$ cat src/rtl/wb_uart_tx_project.sv
// Wishbone-fed 8N1 UART transmitter project slot: byte FIFO, programmable baud
// divider and TX state machine, with tx/busy/full/overflow driven onto pads.
module wb_uart_tx_project #(
    parameter int          IO_WIDTH    = 38,
    parameter int          DEPTH       = 8,
    parameter logic [15:0] DEFAULT_DIV = 16'd868,
    parameter int          TX_PIN      = 8,
    parameter int          CTS_PIN     = 12
) (
    input  logic                clk,
    input  logic                reset,
    input  logic                wb_update,
    input  logic [31:0]         wb_data,
    input  logic [IO_WIDTH-1:0] io_in,
    output logic [IO_WIDTH-1:0] io_out
);

    localparam int PW = $clog2(DEPTH);
    localparam logic [PW-1:0] PTR_ONE  = PW'(1);
    localparam logic [PW:0]   CNT_ONE  = (PW + 1)'(1);
    localparam logic [PW:0]   CNT_FULL = (PW + 1)'(DEPTH);

    localparam logic [1:0] ST_IDLE  = 2'd0;
    localparam logic [1:0] ST_START = 2'd1;
    localparam logic [1:0] ST_DATA  = 2'd2;
    localparam logic [1:0] ST_STOP  = 2'd3;

    logic [7:0]    mem_r [DEPTH];
    logic [PW-1:0] wr_ptr_r;
    logic [PW-1:0] rd_ptr_r;
    logic [PW:0]   count_r;
    logic          overflow_r;
    logic [15:0]   div_r;
    logic [15:0]   bit_div_r;
    logic [15:0]   timer_r;
    logic [2:0]    bit_idx_r;
    logic [7:0]    shift_r;
    logic [1:0]    state_r;

    logic [1:0] cmd_s;
    logic       push_s;
    logic       push_ok_s;
    logic       pop_s;
    logic       flush_s;
    logic       full_s;
    logic       timer_done_s;
    logic       tx_s;
    logic       unused_s;

    assign cmd_s        = wb_data[31:30];
    assign push_s       = wb_update && (cmd_s == 2'b00);
    assign flush_s      = wb_update && (cmd_s == 2'b10);
    assign full_s       = (count_r == CNT_FULL);
    assign push_ok_s    = push_s && !full_s;
    // CTS is active low; an unselected slot reads io_in as zero, i.e. clear to send.
    assign pop_s        = (state_r == ST_IDLE) && (count_r != '0) && !io_in[CTS_PIN];
    assign timer_done_s = (timer_r == bit_div_r - 16'd1);
    assign unused_s     = ^{wb_data[29:16], io_in};

    // FIFO storage write port (contents are don't-care while empty).
    always_ff @(posedge clk) begin
        if (push_ok_s) begin
            mem_r[wr_ptr_r] <= wb_data[7:0];
        end
    end

    // FIFO pointers, occupancy and sticky overflow.
    always_ff @(posedge clk) begin
        if (reset) begin
            wr_ptr_r   <= '0;
            rd_ptr_r   <= '0;
            count_r    <= '0;
            overflow_r <= 1'b0;
        end else begin
            if (flush_s) begin
                wr_ptr_r <= '0;
                rd_ptr_r <= '0;
                count_r  <= '0;
            end else begin
                if (pop_s) begin
                    rd_ptr_r <= rd_ptr_r + PTR_ONE;
                end
                if (push_ok_s) begin
                    wr_ptr_r <= wr_ptr_r + PTR_ONE;
                end
                case ({push_ok_s, pop_s})
                    2'b10:   count_r <= count_r + CNT_ONE;
                    2'b01:   count_r <= count_r - CNT_ONE;
                    default: count_r <= count_r;
                endcase
            end
            // A push into a full FIFO is dropped even if a pop frees a slot this cycle.
            if (push_s && full_s) begin
                overflow_r <= 1'b1;
            end else if (wb_update && (cmd_s == 2'b11)) begin
                overflow_r <= 1'b0;
            end
        end
    end

    // Baud divider register, clamped so every bit is at least four clocks.
    always_ff @(posedge clk) begin
        if (reset) begin
            div_r <= DEFAULT_DIV;
        end else if (wb_update && (cmd_s == 2'b01)) begin
            div_r <= (wb_data[15:0] < 16'd4) ? 16'd4 : wb_data[15:0];
        end
    end

    // Transmit state machine; bit_div is frozen per frame so divider writes apply next frame.
    always_ff @(posedge clk) begin
        if (reset) begin
            state_r   <= ST_IDLE;
            timer_r   <= 16'd0;
            bit_idx_r <= 3'd0;
            shift_r   <= 8'd0;
            bit_div_r <= DEFAULT_DIV;
        end else begin
            case (state_r)
                ST_IDLE: begin
                    timer_r <= 16'd0;
                    if (pop_s) begin
                        shift_r   <= mem_r[rd_ptr_r];
                        bit_div_r <= div_r;
                        state_r   <= ST_START;
                    end
                end
                ST_START: begin
                    if (timer_done_s) begin
                        timer_r   <= 16'd0;
                        bit_idx_r <= 3'd0;
                        state_r   <= ST_DATA;
                    end else begin
                        timer_r <= timer_r + 16'd1;
                    end
                end
                ST_DATA: begin
                    if (timer_done_s) begin
                        timer_r <= 16'd0;
                        shift_r <= {1'b0, shift_r[7:1]};
                        if (bit_idx_r == 3'd7) begin
                            state_r <= ST_STOP;
                        end else begin
                            bit_idx_r <= bit_idx_r + 3'd1;
                        end
                    end else begin
                        timer_r <= timer_r + 16'd1;
                    end
                end
                ST_STOP: begin
                    if (timer_done_s) begin
                        timer_r <= 16'd0;
                        state_r <= ST_IDLE;
                    end else begin
                        timer_r <= timer_r + 16'd1;
                    end
                end
                default: begin
                    timer_r <= 16'd0;
                    state_r <= ST_IDLE;
                end
            endcase
        end
    end

    // Line level decoded purely from registered state.
    always_comb begin
        case (state_r)
            ST_START: tx_s = 1'b0;
            ST_DATA:  tx_s = shift_r[0];
            default:  tx_s = 1'b1;
        endcase
    end

    // Pad map: tx, busy, full, overflow; everything else driven low.
    always_comb begin
        io_out             = '0;
        io_out[TX_PIN]     = tx_s;
        io_out[TX_PIN + 1] = (state_r != ST_IDLE);
        io_out[TX_PIN + 2] = full_s;
        io_out[TX_PIN + 3] = overflow_r;
    end

endmodule
$ cat config.mk
export PLATFORM = sky130hd
export DESIGN_NAME = wb_uart_tx_project
export DESIGN_NICKNAME = d
export VERILOG_FILES = /design/src/rtl/wb_uart_tx_project.sv
export SDC_FILE = /design/constraint.sdc
export NUM_CORES = 1
export LEC_CHECK = 0
export ABC_AREA = 1
export BUFFER_PORTS_ARGS = -buffer_cell sky130_fd_sc_hd__buf_2
export CORE_MARGIN = 2
export CORE_UTILIZATION = 51
export CTS_CLUSTER_SIZE = 40
export DETAILED_ROUTE_END_ITERATION = 16
export PLACE_DENSITY = 0.85
export SYNTH_ARGS = -nofsm -noshare
export SYNTH_HDL_FRONTEND = slang
export SYNTH_SLANG_ARGS = --single-unit
$ cat constraint.sdc
create_clock -name clk -period 2.5 [get_ports clk]
set_input_delay 0 -clock clk [delete_from_list [all_inputs] [get_ports clk]]
set_output_delay 0 -clock clk [all_outputs]
set_load 0.02 [all_outputs]
# ---- Word-level counts from Yosys, hierarchy flattened
# Memories as Yosys holds them, arrays and structs flattened. A register that Yosys moved wholly into a read port is not among the register bits.
# Cells that the tools add are included.
dict set report classes {
  eq_ne 17
  reduce_logical 24
  order_cmp 1
  n_mux 24
  n_addsub 7
}
# cell count
set op_table {}
lappend op_table {{16-bit two-way mux} 2}
lappend op_table {{16-bit case mux with 2 select lines} 1}
lappend op_table {{16-bit by 1-bit adder with 16-bit output (second input constant)} 1}
lappend op_table {{16-bit equality test} 1}
lappend op_table {{16-bit by 3-bit less-than comparator with 1-bit output (second input constant)} 1}
lappend op_table {{8-bit two-way mux} 2}
lappend op_table {{8-bit case mux with 2 select lines} 1}
lappend op_table {{16-bit by 1-bit subtractor with 16-bit output (second input constant)} 1}
lappend op_table {{3-bit two-way mux} 5}
lappend op_table {{2-bit != test (second input constant)} 6}
lappend op_table {{2-bit equality test (second input constant)} 5}
lappend op_table {{2-bit two-way mux} 5}
lappend op_table {{2-bit nonzero test} 5}
lappend op_table {{3-bit by 1-bit adder with 3-bit output (second input constant)} 3}
lappend op_table {{1-bit logical AND} 8}
lappend op_table {{2-bit case mux with 4 select lines} 1}
lappend op_table {{4-bit case mux with 2 select lines} 1}
lappend op_table {{2-bit by 1-bit equality test with 1-bit output (second input constant)} 3}
lappend op_table {{3-bit case mux with 2 select lines} 1}
lappend op_table {{5-bit AND reduction} 1}
lappend op_table {{4-bit by 1-bit adder with 4-bit output (second input constant)} 1}
lappend op_table {{4-bit equality test (second input constant)} 1}
lappend op_table {{2-bit zero test} 2}
lappend op_table {{1-bit two-way mux} 4}
lappend op_table {{10 further kinds} 11}
dict set report totals {
  register_bits 72
  input_bits 73
  out_inout_bits 38
  ram_bits 64
  n_memories 1
  elab_cells 84
}
# memory words width read_ports rd_ports_with_merged_regs wr line_no
set memory_table {}
lappend memory_table {mem_r 8 8 1 1 1 28} ;# logic [7:0] mem_r [DEPTH];

# ---- Depth between registers and ports, before layout
dict set report logic_depth {
  ltp_word 5
  depth_mapped 17
  mapped_depth_nobuf 16
}

# ---- Worst setup path before layout
# Ideal clock, no wire load.
dict set report synth_timing {
  kind {register to register}
  start {register state_r[0]}
  end {register count_r[3]}
  n_path_buf 1
  stages_incl_launch_ff 15
  arrival_time_ns 2.542
  path_slack_ns -0.100
  t_required_ns 2.442
  path_cell_list {dfxtp_1 -> inv_1 -> ha_1 -> nand3_1 -> inv_1 -> buf_1 -> ha_1 -> ha_1 -> nand2_1 -> nor2_1 -> a211oi_1 -> o21ai_0 -> a21o_1 -> a21oi_1 -> o21a_1}
}
dict set report synth_via {
  elab_chain_len 5
}
# item line_no
set synth_rtl {}
lappend synth_rtl {{start: declaration} 38} ;# logic [1:0] state_r;
lappend synth_rtl {{start signal: assignment} 113} ;# state_r <= ST_IDLE;
lappend synth_rtl {{start signal: assignment} 125} ;# state_r <= ST_START;
lappend synth_rtl {{start signal: assignment} 132} ;# state_r <= ST_DATA;
lappend synth_rtl {{2-bit zero test *} 56} ;# assign pop_s = (state_r == ST_IDLE) && (count_r != '0) && !io_in[CTS_PIN];
lappend synth_rtl {{1-bit logical AND * (2 in series)} 56}
lappend synth_rtl {{net pop_s} 43} ;# logic pop_s;
lappend synth_rtl {{2-bit by 1-bit equality test with 1-bit output / 2-bit equality test (equally long branches)} 86} ;# case ({push_ok_s, pop_s})
lappend synth_rtl {{4-bit case mux with 2 select lines / 2-bit nonzero test (equally long branches)} n/a}
lappend synth_rtl {{end signal: assignment} 87} ;# 2'b10: count_r <= count_r + CNT_ONE;
lappend synth_rtl {{end signal: assignment} 88} ;# 2'b01: count_r <= count_r - CNT_ONE;
lappend synth_rtl {{end signal: assignment} 89} ;# default: count_r <= count_r;
lappend synth_rtl {{end: declaration} 31} ;# logic [PW:0] count_r;
# The timed path passes the listed nets; every way through them passes the cells marked *.
# A chain may end at the register's enable or synchronous reset.

# ---- Worst setup path in the final report
dict set report layout_timing {
  start {register state_r[1]}
  end {register count_r[3]}
}
dict set report layout_via {
  elab_chain_len 5
}
# item line_no
set layout_rtl {}
lappend layout_rtl {{2-bit zero test *} 56}
lappend layout_rtl {{1-bit logical AND * (2 in series)} 56}
lappend layout_rtl {{2-bit by 1-bit equality test with 1-bit output / 2-bit equality test (equally long branches)} 86}
lappend layout_rtl {{4-bit case mux with 2 select lines / 2-bit nonzero test (equally long branches)} n/a}
# Mark *: on every way between the ends. The rest lies on a longest branch, timed or not.

==> out/metrics.cfg <==
[outcome]
status = finished, final reports clean

[finish]
area_growth_syn_to_layout_pct = 15.4
antennaDiodeCount = 0
nFillCells = 980
register_area_sq_um = 3420
nNetsFinal = 909
multiInputGateArea_sq_um = 2740
drive_gt1_share_pct = 12.6
stdcell_area_sq_um = 7700

[power_and_ir_drop]
ir_drop_mv = 0.609
p_sw_mw = 2.19
pwr-share-clk_pct = 37.3
cell_internal_pwr_mw = 4.75
netSwitchingFraction_pct = 31.5
seq_power_share_pct = 39.6
leakagePower_nw = 3.08
power_per_cell_area_nw_per_um2 = 900
pwr-share-comb_pct = 23.1
power.total_mw = 6.94

[yosys]
syn_inst = 772
ys.flop_type = dfxtp_1
synth_seq_cells = 139
synth_edf_count = 64
syn_area_sq_um = 6680
synth_common_cells = 130 x nand2_1, 116 x nor2_1, 75 x dfxtp_1
yosys_warnings = 0
ys_top_cells_by_area = edfxtp_1 29%, dfxtp_1 22%, nand2_1 7.3%
synth_largest_area_cell = edfxtp_1
async_reset_ff_share_pct = 0
synth_cell_type_count = 43
syn_area_per_cell_sq_um = 8.65
synth.most_common_cell = nand2_1
yosysSeqAreaShare_pct = 51.3
synth_top_area_share_pct = 28.8

[clock_tree]
path_clk_slew_ns = 0.06
cts_root_buf = clkbuf_16
cts_buffer_depth = 2
cts_tree = yes
cts_buffers = 17
cts.sinks = 139
cts_setup_buffers = 0
insertion_delay_ns = 0.42
htree_levels = 4

[critical_path]
path_cells = inv_1 -> ha_2 -> nand3_2 -> inv_1 -> ha_1 -> ha_1 -> nand2_1 -> nor2_1 -> a211oi_2 -> o21ai_0 -> a21o_1 -> a21oi_1 -> o21a_1
endpoint_kind = flip-flop
r2r_start = state_r[1]$_SDFFE_PP0P_
crit_start = state_r[1]$_SDFFE_PP0P_
crit_arrival_ns = 2.69
crit_buf_inv = 2
cp-start-kind = flip-flop
max_stage_delay_ns = 0.39
slowest_stage = dfxtp_1
critical_path_class = flip-flop to flip-flop
crit_required_ns = 2.87
cp_top_family = adder cells
path_max_fanout = 5

[routing]
drt_iter0_drc = 396
via_count = 5333
drtAntennaViolNets = 0
drt-pass1-iter-count = 11
routed_wl_microns = 14500
drc_errors = 0
wl_per_cell_microns = 14.4
viasPerCell = 5.30

[place]
placed_cell_area_sq_um = 6860
dp_hpwl_microns = 8660
gp_congestion = 0.832
dp_slack_ns = 0.0220
portBuffers = 25

[grt]
overflow = 0
grt_usage_pct = 21.2
grt_max_degree = 45
grt_pass1_wl_microns = 23300
grt_pass1_vias = 4901
antenna_found_initial = 0

[timing]
maxSlewViolCount = 0
rsz0062_at_grt = yes
holdWs_ns = 0.105
finClkSkew_ns = 0.0108
worst_pin_slew_ns = 1.03
fmax_mhz = 431
max_slew_margin_pct = 30.6
fin_crit_ns = 2.32
fin_crit_sh_pct = 92.8
hold_viol_final = 0
setup_viol_count_final = 0
setup_ws_ns = 0.180
setup_tns_ns = 0

[floorplanning]
die_w_microns = 118
core_area_sq_um = 12700
rows = 41
io_pins = 111
dieArea_sq_um = 14000
dieHeight_microns = 118
initial_core_util_pct = 52.5

[hold_path]
hp-class = primary input to flip-flop
worstHoldStart = wb_data[31]

[job]
drv_cap = 0

placed cells by master (no fill, tap or decap), drive strengths merged, types with 2 or more instances in the layout:
cell / count
a211oi: 3
a21oi: 34
buf: 41
bufinv: 2
clkbuf: 22
clkinv: 6
conb: 34
dfxtp: 75
dlygate4sd3: 20
edfxtp: 64
ha: 13
inv: 69
nand2: 136
nand3: 35
nand3b: 4
nand4: 5
nor2: 127
nor3: 9
nor3b: 4
nor4: 3
o211ai: 3
o21ai: 76
o221ai: 9
o22ai: 8
or2: 4
xnor2: 12
xor2: 11
layer usage:
layer / wire length [microns] / part of all wire, % / vias up / global-route usage [%]
met1: 5940 / 41 / 2469 / 25.5
li1: - / - / 2596 / -
met4: 387 / 2.7 / 0 / 9.82
met5: 0 / 0 / - / 0
met2: 7270 / 50 / 229 / 37.1
met3: 905 / 6.2 / 39 / 3.43
power by group through the flow:
stage               Combinational [mW]  Sequential [mW]  Clock [mW]
floorplan                         1.27             2.73           0
global placement                  1.45             2.77           0
detailed placement                1.50             2.78           0
CTS                               1.55             2.74        2.60
global route                      1.81             2.77        2.69
finish                            1.60             2.75        2.59
sequential cells by signal (all words and copies together), names as in the netlist, named ones only:
| name | count |
|---|---|
| count_r | 4 |
| overflow_r | 1 |
| bit_div_r | 16 |
| mem_r | 64 |
| div_r | 16 |
| bit_idx_r | 3 |
| timer_r | 16 |
| wr_ptr_r | 3 |
| shift_r | 8 |
| rd_ptr_r | 3 |
| state_r | 2 |
path summary, 6_finish.rpt:
path,end,slack [ns],depth (start not counted)
worst max-delay path,count_r[3]$_SDFFE_PP0P_,0.18,13
worst max register to register,count_r[3]$_SDFFE_PP0P_,0.18,13
worst min register to register,bit_idx_r[2]$_SDFFE_PP0P_,0.45,2
worst min-delay path,wr_ptr_r[1]$_SDFFE_PP0P_,0.10,6
worst min-delay path, delay by kind of cell:
family	cells	cell delay (ns)
buffers and inverters	2	0.18
AOI/OAI and AO/OA	1	0.05
and+or+nand+nor	3	0.25
cell families after synthesis:
| family | count (synthesis) | synth area share [%] |
|---|---|---|
| buffers and inverters | 131 | 9.95 |
| AOI/OAI and AO/OA | 136 | 11.2 |
| and+or+nand+nor | 328 | 21.7 |
| DFF | 139 | 51.3 |
| xor gates and xnor gates | 23 | 3.02 |
| adders and majority gates | 14 | 2.74 |
| other | 1 | 0.0562 |
layout make-up:
type                       count  area share, %
tap                          172           2.79
sequential                   139           44.5
clock inverter                10           1.62
timing repair buffer          61           5.78
inverter                      68           3.31
multi-input combinational    535           35.6
clock buffer                  22           6.45
stage by stage:
step / utilization (%) / instances
floorplan: - / 805
global placement: 53.9 / 955
detailed placement: 53.9 / 955
CTS: 60.4 / 1007
global route: 60.5 / 1007
finish: 60.5 / 1007
repair_timing:
| item | 4_1_cts | 5_1_grt |
|---|---|---|
| setup endpoints to repair | 0 | 2 |
| gates resized for setup | 0 | 5 |
| hold endpoints to repair | 83 | 0 |
| hold buffers | 20 | 0 |
(Power assumes the default switching activity.)
